## src/rtl/strobe_gen_multi.sv

```systemverilog
// -----------------------------------------------------------------------------
// strobe_gen_multi
//
// Synchronises a free-running reference clock (nominally 32,768 Hz) into the
// i_clk domain and advances a shared prescaler counter on every synchronised
// refclk rising edge. Each channel k emits a one-cycle strobe every 2^e
// reference edges, with e = min(i_exp[k], CNT_W) chosen at run time.
//
// Parameters:
//   NUM_CH      number of strobe channels (1..16)
//   CNT_W       prescaler counter width; largest usable exponent
//   EXP_W       width of each per-channel exponent field (2^EXP_W > CNT_W)
//   SYNC_STAGES flops in the refclk synchroniser (>= 2)
//
// Ports:
//   i_clk         system clock (faster than 2x refclk)
//   i_reset       synchronous, active-high reset
//   i_refclk      asynchronous reference clock
//   i_exp         per-channel exponent, channel k at [k*EXP_W +: EXP_W]
//   i_ch_en       per-channel strobe enable (sampled on rise cycles)
//   i_sync        single-cycle pulse; clears the prescaler, eats a coincident rise
//   o_stb         per-channel one-cycle strobes
//   o_refclk_stb  one-cycle pulse per synchronised refclk rising edge
//   o_count       registered prescaler value (only with STB_GEN_COUNT_OUT_EN)
//
// Optional feature macro: STB_GEN_COUNT_OUT_EN adds the o_count output.
// -----------------------------------------------------------------------------
module strobe_gen_multi #(
  parameter int NUM_CH      = 4,
  parameter int CNT_W       = 15,
  parameter int EXP_W       = 4,
  parameter int SYNC_STAGES = 2
) (
  input  logic                    i_clk,
  input  logic                    i_reset,
  input  logic                    i_refclk,
  input  logic [NUM_CH*EXP_W-1:0] i_exp,
  input  logic [NUM_CH-1:0]       i_ch_en,
  input  logic                    i_sync,
  output logic [NUM_CH-1:0]       o_stb,
  output logic                    o_refclk_stb
`ifdef STB_GEN_COUNT_OUT_EN
  ,
  output logic [CNT_W-1:0]        o_count
`endif
);

  if (SYNC_STAGES < 2) begin : g_bad_sync
    $error("strobe_gen_multi: SYNC_STAGES must be at least 2");
  end
  if ((1 << EXP_W) <= CNT_W) begin : g_bad_exp
    $error("strobe_gen_multi: EXP_W too narrow to encode CNT_W");
  end

  logic [SYNC_STAGES-1:0] sync_q;
  logic                   hist_q;
  logic                   rise;
  logic [CNT_W-1:0]       cnt_q;
  logic [CNT_W-1:0]       cnt_next;
  logic [NUM_CH-1:0]      hit;

  // True when the low e bits of n are all zero. Exponents above CNT_W
  // saturate on their own: the loop only ever inspects the CNT_W real bits,
  // so any e >= CNT_W means "whole counter is zero", i.e. the wrap point.
  function automatic logic low_bits_zero(input logic [CNT_W-1:0] n,
                                         input logic [EXP_W-1:0] e);
    logic z;
    z = 1'b1;
    for (int b = 0; b < CNT_W; b++) begin
      if ((b < int'(e)) && n[b]) z = 1'b0;
    end
    return z;
  endfunction

  assign rise     = sync_q[SYNC_STAGES-1] & ~hist_q;
  assign cnt_next = cnt_q + CNT_W'(1);

  // Strobe decision looks at the value the counter is about to take, so a
  // strobe lands in the same cycle the counter reaches a multiple of 2^e.
  always_comb begin
    // NOTE: assign a default before the loop so every path drives hit and
    // no latch is inferred.
    hit = '0;
    for (int k = 0; k < NUM_CH; k++) begin
      hit[k] = low_bits_zero(cnt_next, i_exp[k*EXP_W +: EXP_W]);
    end
  end

  // NOTE: all state uses non-blocking assignments so every flop samples the
  // pre-edge value of its neighbours; blocking here would collapse the
  // synchroniser chain into a single stage.
  always_ff @(posedge i_clk) begin
    if (i_reset) begin
      sync_q       <= '0;
      hist_q       <= 1'b0;
      cnt_q        <= '0;
      o_stb        <= '0;
      o_refclk_stb <= 1'b0;
    end else begin
      sync_q       <= {sync_q[SYNC_STAGES-2:0], i_refclk};
      hist_q       <= sync_q[SYNC_STAGES-1];
      o_refclk_stb <= rise;
      if (i_sync) begin
        // A rise coincident with sync is consumed: no count, no strobe.
        cnt_q <= '0;
        o_stb <= '0;
      end else if (rise) begin
        cnt_q <= cnt_next;
        o_stb <= i_ch_en & hit;
      end else begin
        o_stb <= '0;
      end
    end
  end

`ifdef STB_GEN_COUNT_OUT_EN
  assign o_count = cnt_q;
`endif

endmodule

```

## config.mk

```make
export PLATFORM = sky130hd
export DESIGN_NAME = strobe_gen_multi
export DESIGN_NICKNAME = d
export VERILOG_FILES = /design/src/rtl/strobe_gen_multi.sv
export SDC_FILE = /design/constraint.sdc
export NUM_CORES = 1
export LEC_CHECK = 0
export ABC_CLOCK_PERIOD_IN_PS = 5400
export CAP_MARGIN = 20
export CORE_MARGIN = 8
export CORE_UTILIZATION = 56
export CTS_CLUSTER_SIZE = 10
export DETAILED_ROUTE_END_ITERATION = 16
export HOLD_SLACK_MARGIN = 0.15
export PLACE_DENSITY = 0.8
export SLEW_MARGIN = 10
export SYNTH_ARGS = -nofsm -noshare
export SYNTH_HDL_FRONTEND = slang
export SYNTH_SLANG_ARGS = --single-unit
```

## constraint.sdc

```tcl
create_clock -name i_clk -period 5.4 [get_ports i_clk]
set_input_delay 1.08 -clock i_clk [delete_from_list [all_inputs] [get_ports i_clk]]
set_output_delay 1.08 -clock i_clk [all_outputs]
set_load 0.02 [all_outputs]
```

* Word-level counts from Yosys, hierarchy flattened
Index checks and enable logic that the tools add are counted.
** Storage, ports and cells
- Register bits :: 23
- Input port bits :: 24
** Cells by class
- $add $sub $neg :: 1
- $lt $le $gt $ge :: 60
- Multiplexer cells :: 60
- Bitwise gates (word level) :: 4
- Reduce and logical (&&, ||, !) cells :: 62
** Operators with widths (number)
- 4-bit < comparator (first input constant) :: 28
- 3-bit by 4-bit < comparator with 1-bit output (first input constant) :: 16
- 1-bit logical AND :: 60
- 1-bit 2-to-1 mux :: 60
- 1-bit by 4-bit < comparator with 1-bit output (first input constant) :: 8
- 2-bit by 4-bit < comparator with 1-bit output (first input constant) :: 8
- 15-bit by 1-bit adder with 15-bit output (second input constant) :: 1
- 4-bit AND :: 1
- 3-bit OR reduction :: 1
- 1-bit inverter :: 2
- 2-bit OR reduction :: 1
- 1-bit AND :: 1

* Longest topological paths before layout
Gate-level depths: netlist (run 1).
- Depth after elaboration :: 18
- Gate-level depth with buffers :: 9

* Worst setup path after synthesis (run 1)
Ideal clock, no wire load.
- Kind :: input-to-reg
- Start :: input i_exp[5]
- End :: register o_stb[1]
- Library setup time :: 86 ps
- Arrival time :: 2110 ps
- Data required time :: 5314 ps
- Setup slack :: 3204 ps
- Cell stages on the path :: 7
- Path buffers :: 1
- Cell sequence :: buf_1 > nor2_1 > nor2_1 > a21oi_1 > o221ai_1 > a2111o_1 > a221oi_2
** Between the ends
- Longest elaborated chain between the ends :: 18
- Elaborated cells between the ends (all ways) :: 46
- Those cells by class :: order compare: 15; mux: 15; bitwise: 1; reduce/logical: 15
** RTL lines
- start: declaration :: RTL line 37 : input logic [NUM_CH*EXP_W-1:0] i_exp,
- 1-bit by 4-bit < comparator with 1-bit output :: RTL line 70 : if ((b < int'(e)) && n[b]) z = 1'b0;
- 1-bit logical AND :: RTL line 70
- 1-bit 2-to-1 mux (14 in a row) :: RTL line 70
- 1-bit 2-to-1 mux * :: RTL line 70
- 4-bit AND * :: RTL line 109 : o_stb <= i_ch_en & hit;
- end signal: assignment :: RTL line 109
- end: declaration :: RTL line 40 : output logic [NUM_CH-1:0] o_stb,
Mark *: on every way between the ends. The rest lies on a longest branch, timed or not.
A chain may end at the register's enable or synchronous reset.

* Worst setup path after layout (run 1)
- Start :: register cnt_q[0]
- End :: register o_stb[2]
** Between the ends
- Longest elaborated chain between the ends :: 18
- Elaborated cells between the ends (all ways) :: 32
- Those cells by class :: add/sub: 1; mux: 15; bitwise: 1; reduce/logical: 15
** RTL lines
- start: declaration :: RTL line 58 : logic [CNT_W-1:0] cnt_q;
- start signal: assignment :: RTL line 108 : cnt_q <= cnt_next;
- 15-bit by 1-bit adder with 15-bit output * :: RTL line 76 : assign cnt_next = cnt_q + CNT_W'(1);
- 1-bit logical AND :: RTL line 70
- 1-bit 2-to-1 mux (14 in a row) :: RTL line 70
- 1-bit 2-to-1 mux * :: RTL line 70
- 4-bit AND * :: RTL line 109
Marks and branches as above.

==> results of run 1 <==
-- critical path, stage by stage, from the launching register on --
cell,delay [ns]
sky130_fd_sc_hd__dfxtp_1,0.64
sky130_fd_sc_hd__ha_1,0.38
sky130_fd_sc_hd__nand4_4,0.22
sky130_fd_sc_hd__o21ai_0,0.21
sky130_fd_sc_hd__nor3b_1,0.65
sky130_fd_sc_hd__o31a_1,0.24
sky130_fd_sc_hd__o22ai_1,0.08
sky130_fd_sc_hd__nand4b_1,0.14
sky130_fd_sc_hd__a221oi_1,0.08
-- power by group through the flow --
stage | combinational [mW] | sequential [mW] | clock [mW]
final | 0.0429 | 0.172 | 0.0881
after global routing | 0.0468 | 0.172 | 0.0946
after CTS | 0.0426 | 0.172 | 0.0909
after detailed placement | 0.0424 | 0.176 | 0
after global placement | 0.0421 | 0.176 | 0
after floorplan | 0.0188 | 0.175 | 0
-- layout make-up --
| class | instances | share of cell area [%] |
|---|---|---|
| Clock buffer | 3 | 1.04 |
| Multi-Input combinational cell | 207 | 61.3 |
| Inverter | 3 | 0.518 |
| Clock inverter | 1 | 0.346 |
| Timing Repair Buffer | 28 | 12.9 |
| Tap cell | 46 | 2.65 |
| Sequential cell | 23 | 21.2 |
-- final timing paths --
check                                           start                   end  slack, ns  depth (start not counted)
worst max register to register  cnt_q[0]$_SDFFE_PP0P_   o_stb[2]$_SDFF_PP0_       2.65                          8
worst min-delay path             sync_q[0]$_SDFF_PP0_  sync_q[1]$_SDFF_PP0_       0.45                          1
worst min register to register   sync_q[0]$_SDFF_PP0_  sync_q[1]$_SDFF_PP0_       0.45                          1
worst max-delay path            cnt_q[0]$_SDFFE_PP0P_   o_stb[2]$_SDFF_PP0_       2.65                          8
-- metal layers --
| metal | vias up | wire length (um) | track usage (%) |
|---|---|---|---|
| li1 | 947 | - | - |
| met4 | 0 | 48 | 6.52 |
| met3 | 5 | 358 | 3.64 |
| met5 | - | 0 | 0 |
| met2 | 67 | 2190 | 28.0 |
| met1 | 860 | 2080 | 23.3 |
-- through the flow --
| stage | hold slack (ns) | area [sq um] | std cells | util [%] | setup WS [ns] |
|---|---|---|---|---|---|
| after CTS | 0.458 | 2170 | 311 | 65.6 | 2.69 |
| after floorplan | 0.414 | 1910 | 255 | - | 3.20 |
| after global routing | 0.469 | 2170 | 311 | 65.6 | 2.41 |
| after detailed placement | 0.428 | 2140 | 307 | 64.7 | 2.50 |
| after global placement | 0.431 | 2140 | 307 | 64.7 | 2.58 |
| final | 0.453 | 2170 | 311 | 65.6 | 2.65 |
-- sequential cells by signal, indices dropped and copies added, names as in the netlist --
signal        count
cnt_q            15
sync_q            2
hist_q            1
o_refclk_stb      1
o_stb             4
-- synth_stat cells (2+ instances only) --
| cell type | number |
|---|---|
| sky130_fd_sc_hd__nor2_1 | 37 |
| sky130_fd_sc_hd__dfxtp_1 | 23 |
| sky130_fd_sc_hd__nand2_1 | 23 |
| sky130_fd_sc_hd__a21oi_1 | 18 |
| sky130_fd_sc_hd__xor2_1 | 15 |
| sky130_fd_sc_hd__nand3_1 | 13 |
| sky130_fd_sc_hd__clkbuf_1 | 10 |
| sky130_fd_sc_hd__nor4_1 | 9 |
| sky130_fd_sc_hd__xnor2_1 | 9 |
| sky130_fd_sc_hd__buf_2 | 7 |
| sky130_fd_sc_hd__nand4_1 | 7 |
| sky130_fd_sc_hd__o21ai_0 | 6 |
| sky130_fd_sc_hd__nor2b_1 | 5 |
| sky130_fd_sc_hd__a211oi_1 | 4 |
| sky130_fd_sc_hd__a31oi_1 | 3 |
| sky130_fd_sc_hd__inv_1 | 3 |
| sky130_fd_sc_hd__nand2b_1 | 3 |
| sky130_fd_sc_hd__nor3_1 | 3 |
| sky130_fd_sc_hd__o211ai_1 | 3 |
| sky130_fd_sc_hd__o21a_1 | 3 |
| sky130_fd_sc_hd__a2111o_1 | 2 |
| sky130_fd_sc_hd__and3_1 | 2 |
| sky130_fd_sc_hd__buf_1 | 2 |
| sky130_fd_sc_hd__buf_6 | 2 |
| sky130_fd_sc_hd__nor3_2 | 2 |
| sky130_fd_sc_hd__o2111ai_1 | 2 |
| sky130_fd_sc_hd__o21ai_1 | 2 |
| sky130_fd_sc_hd__o21bai_1 | 2 |
| sky130_fd_sc_hd__o221ai_1 | 2 |
| sky130_fd_sc_hd__o22ai_1 | 2 |
| sky130_fd_sc_hd__o31ai_1 | 2 |
| sky130_fd_sc_hd__o32ai_1 | 2 |
| sky130_fd_sc_hd__or3_1 | 2 |
-- kinds of logic (layout without fill, tap and decap cells) --
family / Yosys count / in the layout / share of synthesized area, %
simple gates: 116 / 116 / 31.9
compound gates: 63 / 63 / 24.1
xor+xnor: 25 / 25 / 11.8
buf+inv: 25 / 35 / 6.34
flops: 23 / 23 / 24.1
mux: 2 / 2 / 1.11
fa+ha+maj: 1 / 1 / 0.653
==> results.json, run 1 <==
{
  "number_of_design_rule_violations_left_after_detail_routing": 0,
  "ys_seq_elements": 23,
  "design.portCount": 29,
  "maxSlewViolCount": 0,
  "timing.final.setup_violations": 0,
  "design.final.nets": 291,
  "cts_buffers": 3,
  "post_route_cells_drive_above_1_share_pct": 6.79,
  "die_x_um": 74.5,
  "vias": 1879,
  "route.detailed.wl_per_inst_um": 15.0,
  "worst_slew_pin_slew_ns": 0.760,
  "netSwitchingFraction_pct": 27.1,
  "port-buffer-count": 28,
  "number_of_optimization_iterations_in_the_first_detailed_route_pass": 4,
  "worst_hold_path_type": "reg -> reg",
  "synth-edff-count": 0,
  "final.setup_skew_ns": 0.00217,
  "finalHoldViolations": 0,
  "clockRootBuffer": "sky130_fd_sc_hd__clkbuf_4",
  "power-per-cell-area_mw_per_mm2": 140,
  "core_area_sq_mm": 0.00331,
  "grt.overflow.total": 0,
  "max_slew_margin_pct": 49.2,
  "drt-vias-per-instance": 6.04,
  "buffers_inserted_during_post_cts_setup_optimization": 0,
  "tritoncts_clock_tree": "done",
  "initial_core_util_pct": 57.8,
  "clock_power_share_pct": 29.1,
  "power_leakage_nw": 0.729,
  "drt-total-wl_mm": 4.68,
  "yosys.area.top_type": "sky130_fd_sc_hd__dfxtp_1",
  "power.ir.vdd_worst_mv": 0.162,
  "power.net_switching_mw": 0.0822,
  "synth-main-ff-cell": "sky130_fd_sc_hd__dfxtp_1",
  "total_negative_slack_ns": 0,
  "ant_nets_after_route": 0,
  "synth.top_cells.by_area": "sky130_fd_sc_hd__dfxtp_1 (24%), sky130_fd_sc_hd__nor2_1 (7.3%), sky130_fd_sc_hd__xor2_1 (6.9%)",
  "endpoint_kind": "flop",
  "crit_fanout": 12,
  "synth_area_per_cell_sq_um": 7.51,
  "largest_net_degree_at_the_start_of_global_routing": 17,
  "ys_warn_count": 0,
  "clock_sink_count": 23,
  "achievable-frequency_mhz": 364,
  "post-synth-top-area-fraction_pct": 24.1,
  "combined_area_of_the_multi_input_logic_cells_sq_mm": 0.00133,
  "unrepaired_setup_endpoints_after_global_routing": "no",
  "synthesis.area_sq_mm": 0.00191,
  "floorplan.die_area_sq_mm": 0.00555,
  "grt_antenna_before_repair": 0,
  "syn_nets": 280,
  "status": "finished, final reports clean",
  "layout.filler_cells": 313,
  "crit_path_start_kind": "flop",
  "synthArstFlopShare_pct": 0,
  "first_global_vias": 1629,
  "fin_total_pwr_mw": 0.303,
  "combinationalPowerShare_pct": 14.2,
  "max_cap_viol_count": 0,
  "critical_path_class": "reg -> reg",
  "place.gp.congestion": 0.920,
  "htree_num_levels": 1,
  "worst_skew_pair.late_latency_ns": 0.33,
  "groute.usage.overall_pct": 17.8,
  "grt_pass1_wl_mm": 7.87,
  "mostFrequentLayoutCells": "sky130_fd_sc_hd__nor2_1 (37), sky130_fd_sc_hd__clkdlybuf4s50_1 (28), sky130_fd_sc_hd__nand2_1 (23), sky130_fd_sc_hd__dfxtp_1 (23), sky130_fd_sc_hd__a21oi_1 (18)",
  "placement_rows": 21,
  "dp_wirelength_mm": 3.52,
  "post_cts_resize_count": 0,
  "required_ns": 5.62,
  "cts.hold.buffers_added": 0,
  "final_min_period_over_clock_period_pct": 50.9,
  "p_int_mw": 0.221,
  "clkSlewWorstSetupHoldPaths_ns": 0.14,
  "synth_cells": 255,
  "ys_types": 58,
  "die_height_um": 74.5,
  "first_iter_violations": 148,
  "layout-area-overhead-vs-synth_pct": 13.5,
  "yosysSeqAreaShare_pct": 24.1,
  "n_antenna_cell": 0,
  "clock_tree.buffer_depth": 2,
  "arrival_time_reported_for_the_critical_path_endpoint_ns": 2.97,
  "mostFrequentLayoutCell": "sky130_fd_sc_hd__nor2_1",
  "period_minus_slack_ns": 2.75,
  "sequential_power_share_pct": 56.8,
  "seqCellArea_sq_um": 460
}
Note: power is estimated with default switching activity, not from simulation.
==> run 2: changes to the inputs <==
--- a/config.mk
+++ b/config.mk
@@ -5,14 +5,14 @@
 export SDC_FILE = /design/constraint.sdc
 export NUM_CORES = 1
 export LEC_CHECK = 0
-export ABC_CLOCK_PERIOD_IN_PS = 5400
+export ABC_CLOCK_PERIOD_IN_PS = 2500
 export CAP_MARGIN = 20
 export CORE_MARGIN = 8
-export CORE_UTILIZATION = 56
+export CORE_UTILIZATION = 49
 export CTS_CLUSTER_SIZE = 10
 export DETAILED_ROUTE_END_ITERATION = 16
 export HOLD_SLACK_MARGIN = 0.15
-export PLACE_DENSITY = 0.8
+export PLACE_DENSITY = 0.74
 export SLEW_MARGIN = 10
 export SYNTH_ARGS = -nofsm -noshare
 export SYNTH_HDL_FRONTEND = slang
==> constraint.sdc (replaced) <==
create_clock -name i_clk -period 2.5 [get_ports i_clk]
set_input_delay 0.5 -clock i_clk [delete_from_list [all_inputs] [get_ports i_clk]]
set_output_delay 0.5 -clock i_clk [all_outputs]
set_load 0.02 [all_outputs]
==> results.json, run 2 (same netlist as run 1, synthesis figures left out) <==
{
  "crit_fanout": 7,
  "initial_core_util_pct": 51.5,
  "largest_net_degree_at_the_start_of_global_routing": 16,
  "ant_nets_after_route": 0,
  "cpPeakStageDelay_ns": 0.39,
  "critical_path_class": "reg -> reg",
  "period_minus_slack_ns": 2.28,
  "dp_wirelength_mm": 3.72,
  "vias": 1935,
  "worst_slew_pin_slew_ns": 0.424,
  "max_cap_viol_count": 0,
  "global_route.usage.met2_pct": 24.6,
  "route.detailed.wl_per_inst_um": 15.6,
  "number_of_optimization_iterations_in_the_first_detailed_route_pass": 4,
  "final_min_period_over_clock_period_pct": 91.4,
  "first_iter_violations": 119,
  "cts_buffers": 3,
  "grt_pass1_wl_mm": 8.48,
  "final.setup_skew_ns": 0.00191,
  "critical_path.slowest_cell": "sky130_fd_sc_hd__dfxtp_2",
  "n_antenna_cell": 0,
  "met1_usage_pct": 21.5,
  "design.final.nets": 304,
  "tritoncts_clock_tree": "done",
  "clkSlewWorstSetupHoldPaths_ns": 0.09,
  "drt-vias-per-instance": 5.94,
  "layout.filler_cells": 332,
  "timing.final.setup_violations": 0,
  "clockRootBuffer": "sky130_fd_sc_hd__clkbuf_8",
  "crit_path_start_kind": "flop",
  "globalRoute.busiestLayer": "met2",
  "unrepaired_setup_endpoints_after_global_routing": "no",
  "design.portCount": 29,
  "power-per-cell-area_mw_per_mm2": 306,
  "endpoint_kind": "flop",
  "core_area_sq_mm": 0.00372,
  "cp-startpoint": "cnt_q[1]$_SDFFE_PP0P_",
  "worst_hold_path_type": "reg -> reg",
  "maxSlewViolCount": 0,
  "post_cts_resize_count": 0,
  "grt.overflow.total": 0,
  "drt-total-wl_mm": 5.10,
  "cts.hold.buffers_added": 0,
  "grt_antenna_before_repair": 0,
  "mostFrequentLayoutCell": "sky130_fd_sc_hd__nor2_1",
  "met3_usage_pct": 3.42,
  "power_leakage_nw": 0.822,
  "hp-start": "sync_q[0]$_SDFF_PP0_",
  "total_negative_slack_ns": 0,
  "biggestRegsByFlops": "cnt_q (15), o_stb (4), sync_q (2)",
  "status": "finished, final reports clean",
  "port-buffer-count": 28,
  "floorplan.die_area_sq_mm": 0.00616,
  "layout-area-overhead-vs-synth_pct": 21.3,
  "timing.critical_path.cells": "ha_1 > buf_4 > and3_1 > mux2i_1 > nor2_1 > nor2_1 > nor4b_2 > nand4_1 > a2111oi_2",
  "power.ir.vdd_worst_mv": 0.242,
  "worst_skew_pair.late_latency_ns": 0.27,
  "clock_sink_count": 23,
  "arrival_time_reported_for_the_critical_path_endpoint_ns": 2.45,
  "htree_num_levels": 1,
  "groute.usage.overall_pct": 16.5,
  "worst_r2r_startpoint": "cnt_q[1]$_SDFFE_PP0P_",
  "cp_common_cell": "sky130_fd_sc_hd__nor2_1",
  "die_height_um": 78.5,
  "place.gp.congestion": 0.881,
  "clock_tree.buffer_depth": 2,
  "required_ns": 2.67,
  "finalHoldViolations": 0,
  "die_x_um": 78.5,
  "number_of_design_rule_violations_left_after_detail_routing": 0,
  "placement_rows": 22,
  "max_slew_margin_pct": 71.7,
  "largest_reg_flops": 15,
  "buffers_inserted_during_post_cts_setup_optimization": 0,
  "post_route_cells_drive_above_1_share_pct": 13.3,
  "first_global_vias": 1774,
  "achievable-frequency_mhz": 438,
  "smallest_hold_slack_ns": 0.450,
  "mostFrequentLayoutCells": "sky130_fd_sc_hd__nor2_1 (36), sky130_fd_sc_hd__clkdlybuf4s50_1 (28), sky130_fd_sc_hd__nand2_1 (23), sky130_fd_sc_hd__dfxtp_1 (21), sky130_fd_sc_hd__a21oi_1 (18)",
  "most_flops_register": "cnt_q"
}
## run 2: worst max-delay path: cells and delay by family (launching register included)
family	cells	cell delay [ns]
flops	1	0.39
simple gates	5	0.98
compound gates	1	0.31
mux	1	0.11
fa+ha+maj	1	0.23
buf+inv	1	0.15
## run 2: power breakdown
group | leakage [nW] | switching [mW] | internal [mW]
logic | 0.614 | 0.0493 | 0.0482
clock network | 0.0217 | 0.130 | 0.113
registers | 0.187 | 0.000943 | 0.369
total | 0.822 | 0.181 | 0.530
## run 2: final cells by class
class	instances	area (sq um)	area share, %
clock inverter	1	7.51	0.323
tap	48	60.1	2.59
timing repair buffer	41	378	16.3
clock buffer	3	41.3	1.78
multi-input combinational	207	1360	58.6
sequential	23	463	19.9
inverter	3	11.3	0.485
## run 2: metal layers
metal  part of all wire [%]  vias up
li1                       -      967
met1                     46      892
met2                     45       67
met3                    7.1        9
met4                    2.1        0
met5                      0        -
## run 2: worst paths after layout
| path | to | slack, ns | depth (start not counted) |
|---|---|---|---|
| setup / recovery | o_stb[3]$_SDFF_PP0_ | 0.22 | 9 |
| hold / removal | sync_q[1]$_SDFF_PP0_ | 0.45 | 1 |
| setup reg to reg | o_stb[3]$_SDFF_PP0_ | 0.22 | 9 |
| hold reg to reg | sync_q[1]$_SDFF_PP0_ | 0.45 | 1 |
## run 2: metrics by stage
stage          util (%)  cell area (sq um)  cells  setup WS [ns]  power (mW)
6_report           62.5               2320    326          0.216       0.711
5_1_grt            62.5               2320    326         0.0184       0.742
4_1_cts            61.6               2290    326          0.142       0.716
3_5_place_dp       60.3               2240    322          0.172       0.475
3_3_place_gp       60.3               2240    322          0.183       0.475
2_1_floorplan         -               1910    255          0.311       0.420
